$ cat config.mk
export PLATFORM = sky130hd
export DESIGN_NAME = fp_div_iter
export DESIGN_NICKNAME = d
export VERILOG_FILES = /design/src/rtl/fp_div_iter.sv
export SDC_FILE = /design/constraint.sdc
export NUM_CORES = 1
export LEC_CHECK = 0
export CORE_UTILIZATION = 55
export CTS_CLUSTER_DIAMETER = 30
export DETAILED_ROUTE_END_ITERATION = 10
export PLACE_DENSITY_LB_ADDON = 0.1
export SYNTH_ARGS = -nofsm -noshare
export SYNTH_HDL_FRONTEND = slang
export SYNTH_SLANG_ARGS = --single-unit
$ cat constraint.sdc
create_clock -name clk -period 14.9 [get_ports clk]
set_input_delay 1.49 -clock clk [delete_from_list [all_inputs] [get_ports clk]]
set_output_delay 1.49 -clock clk [all_outputs]
set_load 0.005 [all_outputs]
$ cat src/rtl/fp_div_iter.sv
// rtl/fp_div_iter.sv - iterative radix-2 restoring IEEE-754 divider
//
// Ports:
//   clk       clock, rising edge
//   rst       asynchronous active-low reset
//   act       start strobe, sampled only while idle
//   in1, in2  dividend / divisor, captured on act
//   round_m   rounding mode (`RNe/`RZ/`RU/`RD/`RNa), unknown codes round to zero
//   out       quotient, held until the next done
//   busy      high whenever an operation is in flight
//   done      one-cycle pulse, out and flags valid
//   ov, un, inv, div_zero, inexact  exception flags, held until the next done

`ifndef RNe
`define RNe 3'b000
`endif
`ifndef RZ
`define RZ  3'b001
`endif
`ifndef RD
`define RD  3'b010
`endif
`ifndef RU
`define RU  3'b011
`endif
`ifndef RNa
`define RNa 3'b100
`endif

module fp_div_iter #(
  parameter int EW = 8,
  parameter int MW = 23,
  localparam int W = EW + MW + 1
) (
  input  logic         clk,
  input  logic         rst,
  input  logic         act,
  input  logic [W-1:0] in1,
  input  logic [W-1:0] in2,
  input  logic [2:0]   round_m,
  output logic [W-1:0] out,
  output logic         busy,
  output logic         done,
  output logic         ov,
  output logic         un,
  output logic         inv,
  output logic         div_zero,
  output logic         inexact
);

  localparam int            CW    = $clog2(MW + 3);
  localparam logic [CW-1:0] LAST  = CW'(MW + 2);
  localparam logic [EW-1:0] EMAX  = '1;
  localparam logic [EW+1:0] BIAS  = (EW+2)'((1 << (EW - 1)) - 1);
  localparam logic [W-1:0]  QNAN  = {1'b0, EMAX, 1'b1, {(MW-1){1'b0}}};
  localparam logic [W-2:0]  INF_M = {EMAX, {MW{1'b0}}};
  localparam logic [W-2:0]  MAXF  = {{(EW-1){1'b1}}, 1'b0, {MW{1'b1}}};

  typedef enum logic [2:0] {IDLE, CLASS, DIV, RND, OUT} state_t;

  state_t        state_q, state_d;
  logic [W-1:0]  a_q, b_q;
  logic [2:0]    rm_q;
  logic [EW+1:0] exp_q;
  logic [MW+1:0] rem_q;
  logic [MW:0]   dvs_q;
  logic [MW+2:0] quo_q;
  logic [CW-1:0] cnt_q;
  logic [W-1:0]  res_q;
  logic [4:0]    flg_q;

  // Operand decode; subnormals are treated as zero.
  logic          s1, s2, sgn;
  logic [EW-1:0] e1, e2;
  logic [MW-1:0] f1, f2;
  logic          zero1, zero2, inf1, inf2, nan1, nan2, snan1, snan2;

  assign {s1, e1, f1} = a_q;
  assign {s2, e2, f2} = b_q;
  assign sgn   = s1 ^ s2;
  assign zero1 = (e1 == '0);
  assign zero2 = (e2 == '0);
  assign inf1  = (e1 == EMAX) && (f1 == '0);
  assign inf2  = (e2 == EMAX) && (f2 == '0);
  assign nan1  = (e1 == EMAX) && (f1 != '0);
  assign nan2  = (e2 == EMAX) && (f2 != '0);
  assign snan1 = nan1 && !f1[MW-1];
  assign snan2 = nan2 && !f2[MW-1];

  logic         is_spec;
  logic [W-1:0] spec_res;
  logic [4:0]   spec_flg;

  always_comb begin
    is_spec  = 1'b1;
    spec_res = '0;
    spec_flg = '0;
    if (nan1 || nan2) begin
      spec_res    = QNAN;
      spec_flg[2] = snan1 || snan2;
    end else if ((zero1 && zero2) || (inf1 && inf2)) begin
      spec_res    = QNAN;
      spec_flg[2] = 1'b1;
    end else if (zero2 && !inf1) begin
      spec_res    = {sgn, INF_M};
      spec_flg[1] = 1'b1;
    end else if (inf1) begin
      spec_res = {sgn, INF_M};
    end else if (zero1 || inf2) begin
      spec_res = {sgn, {(W-1){1'b0}}};
    end else begin
      is_spec = 1'b0;
    end
  end

  // Pre-normalise the dividend so the quotient lands in [1,2).
  logic [MW:0]   m1, m2;
  logic          adj;
  logic [MW+1:0] rem_init;
  logic [EW+1:0] exp_init;

  assign m1       = {1'b1, f1};
  assign m2       = {1'b1, f2};
  assign adj      = (m1 < m2);
  assign rem_init = adj ? {m1, 1'b0} : {1'b0, m1};
  assign exp_init = {2'b00, e1} - {2'b00, e2} + BIAS - {{(EW+1){1'b0}}, adj};

  // One restoring step: the partial remainder always stays below the divisor,
  // so the shifted remainder fits in MW+2 bits.
  logic [MW+2:0] diff;
  logic          ge;
  logic [MW+1:0] rem_sel, rem_nxt;

  assign diff    = {1'b0, rem_q} - {2'b00, dvs_q};
  assign ge      = ~diff[MW+2];
  assign rem_sel = ge ? diff[MW+1:0] : rem_q;
  assign rem_nxt = rem_sel << 1;

  logic          grd, rbit, stk, inc, carry, uflow, oflow;
  logic [MW+1:0] sum;
  logic [MW-1:0] frac;
  logic [EW+1:0] exp_r;
  logic [W-1:0]  rnd_res;
  logic [4:0]    rnd_flg;

  always_comb begin
    grd  = quo_q[1];
    rbit = quo_q[0];
    stk  = |rem_q;
    case (rm_q)
      `RNe:    inc = grd && (rbit || stk || quo_q[2]);
      `RNa:    inc = grd;
      `RU:     inc = !sgn && (grd || rbit || stk);
      `RD:     inc = sgn && (grd || rbit || stk);
      default: inc = 1'b0;
    endcase
    sum   = {1'b0, quo_q[MW+2:2]} + {{(MW+1){1'b0}}, inc};
    carry = sum[MW+1];
    frac  = carry ? sum[MW:1] : sum[MW-1:0];
    exp_r = exp_q + {{(EW+1){1'b0}}, carry};
    // Underflow is judged on the unrounded exponent (negative or zero).
    uflow = exp_q[EW+1] || (exp_q == '0);
    oflow = !exp_r[EW+1] && (exp_r >= {2'b00, EMAX});
    rnd_res = {sgn, exp_r[EW-1:0], frac};
    rnd_flg = {3'b000, 1'b0, grd || rbit || stk};
    if (uflow) begin
      rnd_res = {sgn, {(W-1){1'b0}}};
      rnd_flg = 5'b01001;
    end else if (oflow) begin
      rnd_flg = 5'b10001;
      case (rm_q)
        `RNe, `RNa: rnd_res = {sgn, INF_M};
        `RU:        rnd_res = sgn ? {1'b1, MAXF} : {1'b0, INF_M};
        `RD:        rnd_res = sgn ? {1'b1, INF_M} : {1'b0, MAXF};
        default:    rnd_res = {sgn, MAXF};
      endcase
    end
  end

  always_ff @(posedge clk or negedge rst) begin
    if (!rst) state_q <= IDLE;
    else      state_q <= state_d;
  end

  always_comb begin
    state_d = state_q;
    case (state_q)
      IDLE:    if (act) state_d = CLASS;
      CLASS:   state_d = is_spec ? OUT : DIV;
      DIV:     if (cnt_q == LAST) state_d = RND;
      RND:     state_d = OUT;
      OUT:     state_d = IDLE;
      default: state_d = IDLE;
    endcase
  end

  always_ff @(posedge clk or negedge rst) begin
    if (!rst) begin
      a_q   <= '0;
      b_q   <= '0;
      rm_q  <= '0;
      exp_q <= '0;
      rem_q <= '0;
      dvs_q <= '0;
      quo_q <= '0;
      cnt_q <= '0;
      res_q <= '0;
      flg_q <= '0;
    end else begin
      case (state_q)
        IDLE: if (act) begin
          a_q  <= in1;
          b_q  <= in2;
          rm_q <= round_m;
        end
        CLASS: begin
          exp_q <= exp_init;
          rem_q <= rem_init;
          dvs_q <= m2;
          quo_q <= '0;
          cnt_q <= '0;
          if (is_spec) begin
            res_q <= spec_res;
            flg_q <= spec_flg;
          end
        end
        DIV: begin
          rem_q <= rem_nxt;
          quo_q <= {quo_q[MW+1:0], ge};
          cnt_q <= cnt_q + 1'b1;
        end
        RND: begin
          res_q <= rnd_res;
          flg_q <= rnd_flg;
        end
        default: ;
      endcase
    end
  end

  assign out  = res_q;
  assign busy = (state_q != IDLE);
  assign done = (state_q == OUT);
  assign {ov, un, inv, div_zero, inexact} = flg_q;

endmodule

==> results.md <==
* Layout fillers at 1,754
* # rows at 52
* Worst stage delay on the critical path at 0.54 ns
* # IOs at 109
* Fmax at 0.155 GHz
* DRC viols at 0
* Leak pwr at 0.00591 uW
* CTS hold repair buffers at 0
* Top delay family on crit path: simple AND/OR/NAND/NOR gates
* Endpoints failing hold at 0
* Unique masters post-synth at 77
* Syn_nets at 1,338
* Worst Skew at 0.0164 ns
* Synth async-reset ratio at 100%
* Clock Sinks at just under 200
* Ratio of final minimum period to clock period at a little over two fifths
* WP buf/inv at 0
* Share of cells above drive strength 1 at slightly below 10%
* Starting DRT DRC Count at about 530
* CTS Buffer Depth at 2
* Ys flop type: dfrtp_1
* Slew Limit Fails at 0
* Worst-Margin Slew at 1.31 ns
* Crit Path Category: reg -> reg
* Final WL at 28,000 um
* CP endpoint kind: flop
* CP required at 15.25 ns
* Clock latency at the later pin of the worst-skew pair at 0.44 ns
* Max_cap viols at 0
* Min Hold Slack at between 0.4 and 0.5 ns
* VDD IR-drop max at around 0.00011 V
* Fin crit period at 6.46 ns
* FF+latch count, synth at 197
* Synthesized area per cell at 9.59 um^2
* CTS tree: done
* Most common cell after layout, fill and taps aside: dfrtp_1
* CP max FO at 13
* Area grow syn2layout at 16.4%
* Full die area at between 0.02 and 0.025 mm^2
* Unrepaired setup endpoints after global routing: no
* CP cell instances: or4_1 > nor4_1 > nand4_1 > o31ai_1 > a21oi_1 > ha_1 > ha_1 > and4_1 > and3_1 > and4_1 > nand4_1 > nor2_1 > ha_1 > ha_1 > and4_1 > xnor2_1 > nor4_1 > o31ai_1 > o22ai_2 > nor2_2 > o21ai_0 > o21ai_0
* DIE WIDTH at around 150 um
* Clock Pin Slew Worst Setup and Hold Paths at ~0.080 ns
* Synth Warn # at 0
* Vias per inst at 5.92
* Worst hold path class: reg -> reg
* Outcome: complete, no violations
* Sequential area share after synthesis at 42.9%
* PwrDens at 272 mW/mm^2
* Slew HR at 12.0%
* Grt ovf at 0
* Mapped Cells at 1,197
* CTS H-tree lvls at 4
* Post-route ant nets at 0
* TNS Setup at 0 ns
* Core area at 0.0204 mm^2
* Worst EP arrival at 6.81 ns
* DP Wirelength at 20,500 um
* Startpoint types: flop
* Vias at 9,240
* DR pass1 iterations at 5
* Largest net degree at the start of global routing at around 120
* Clock root cell: clkbuf_16
* Vias in the first global route at 9,229
* First-pass GRT wire length at 46,500 um
* Initial antenna violation count at 1
* Worst path most repeated cell: ha_1
* Placed Area at 0.0128 mm^2
* Non-Filler Instances at 1,562
* Post_cts resized at 0
* Setup Buffers After CTS at 0
* Port-buffer cells at approximately 110
* Initial Util at 56.4%
* Setup violators final at 0
* Mapped cell area at between 0.01 and 0.015 mm^2
* Placed insts at 1,529
* Most frequent cells in the layout: dfrtp_1, nand2_1, o21ai_0
* Crit-path slowest cell: or4_1
* GP Congestion at 0.917
* Layout Nets at 1,419
* Drt wl/cell at 17.9 um
* Final Cell Area at 0.0134 mm^2
* Total CTS buffers at 17
* Tot GR Track Use at between 20% and 30%
* EDFF count, synth at 0
* Die height at 146 um
-- stage by stage --
stage	total power, uW	setup slack (ns)	utilization, %
floorplan	2600	10.12	-
global placement	3100	8.71	62.7
detailed placement	3150	8.54	62.7
CTS	3630	8.51	65.6
global route	3940	7.97	65.6
finish	3630	8.44	65.6
-- worst register-to-register path, stage by stage, from the launching register on --
cell and delay (ns):
dfrtp_1 0.43, or4_1 0.54, nor4_1 0.43, nand4_1 0.35
o31ai_1 0.31, a21oi_1 0.11, ha_1 0.20, ha_1 0.22
and4_1 0.18, and3_1 0.21, and4_1 0.29, nand4_1 0.14
nor2_1 0.10, ha_1 0.22, ha_1 0.24, and4_1 0.22
xnor2_1 0.16, nor4_1 0.07, o31ai_1 0.46, o22ai_2 0.22
nor2_2 0.44, o21ai_0 0.53, o21ai_0 0.32
-- flip-flops by register name, summed over array words and instances, names as in the netlist, 5 cells and up --
| register | cells |
|---|---|
| exp_q | 10 |
| b_q | 32 |
| dvs_q | 24 |
| out | 32 |
| rem_q | 25 |
| cnt_q | 5 |
| flg_q | 5 |
| a_q | 32 |
| quo_q | 26 |
-- worst paths after layout --
check                                       from               endpoint  slack (ns)  cells after the start
setup / recovery           rem_q[18]$_DFFE_PN0P_    out[13]$_DFFE_PN0P_        8.44                     22
max in group asynchronous                    rst    a_q[28]$_DFFE_PN0P_       12.12                      2
min in group asynchronous                    rst    out[11]$_DFFE_PN0P_        1.18                      1
hold / removal             dvs_q[23]$_DFFE_PN0P_  dvs_q[23]$_DFFE_PN0P_        0.46                      2
setup reg to reg           rem_q[18]$_DFFE_PN0P_    out[13]$_DFFE_PN0P_        8.44                     22
hold reg to reg            dvs_q[23]$_DFFE_PN0P_  dvs_q[23]$_DFFE_PN0P_        0.46                      2
-- final cells by class --
type,instances,area (um^2),area share (%)
clock buffers,17,425,3.18
multi-input cells,871,6060,45.4
inverters,74,278,2.08
diodes,1,2.50,0.0187
well taps,270,338,2.53
flip-flops and latches,197,4930,36.9
clock inverters,15,171,1.28
repair buffers,117,1150,8.62
-- report_power, final --
part	internal (uW)	total (uW)	leakage, uW	switching [uW]
sequential	766	1010	0.00248	247
clock	239	468	0.000290	229
combinational	1000	2150	0.00313	1150
total	2010	3630	0.00591	1620
-- cell families after synthesis --
logic type | count (synthesis) | share of synthesized area [%]
simple gates | 341 | 14.5
compound gates | 328 | 18.7
flops | 197 | 42.9
buf+inv | 129 | 4.44
mux | 77 | 7.32
fa+ha+maj | 71 | 7.93
xor+xnor | 54 | 4.12
-- metal layers --
metal / part of all wire (%) / track usage [%] / vias up
met2: 51 / 47.5 / 184
met5: 0 / 0 / -
met1: 44 / 34.9 / 4512
met3: 2.7 / 3.31 / 41
li1: - / - / 4503
met4: 2.2 / 8.70 / 0
-- cell usage after synthesis, types with 5 or more instances --
master | n | share of area (%)
xnor2_1 | 26 | 2.0
o211ai_1 | 6 | 0.39
clkbuf_1 | 43 | 1.4
o21ai_0 | 120 | 5.2
mux2i_1 | 21 | 1.8
buf_2 | 6 | 0.26
a211oi_1 | 9 | 0.59
nor2_1 | 58 | 1.9
dfrtp_1 | 197 | 43
nor2b_1 | 5 | 0.27
o21ai_1 | 6 | 0.26
and4_1 | 9 | 0.69
o22ai_1 | 19 | 1.0
and2_1 | 7 | 0.38
mux2_2 | 56 | 5.5
a31oi_1 | 7 | 0.38
xor2_1 | 28 | 2.1
nor4_1 | 23 | 1.3
nand3_1 | 27 | 1.2
or4_1 | 6 | 0.39
ha_1 | 68 | 7.4
a22o_1 | 26 | 2.0
o21a_1 | 7 | 0.46
nand4_1 | 18 | 0.98
nor3_1 | 13 | 0.57
a21oi_1 | 50 | 2.2
and3_1 | 12 | 0.65
nand2_1 | 130 | 4.3
nand2b_1 | 11 | 0.60
inv_1 | 73 | 2.4
o31ai_1 | 7 | 0.46
a221o_1 | 13 | 1.1
a21o_1 | 23 | 1.5
No activity file was read; power rests on OpenSTA's default activity.
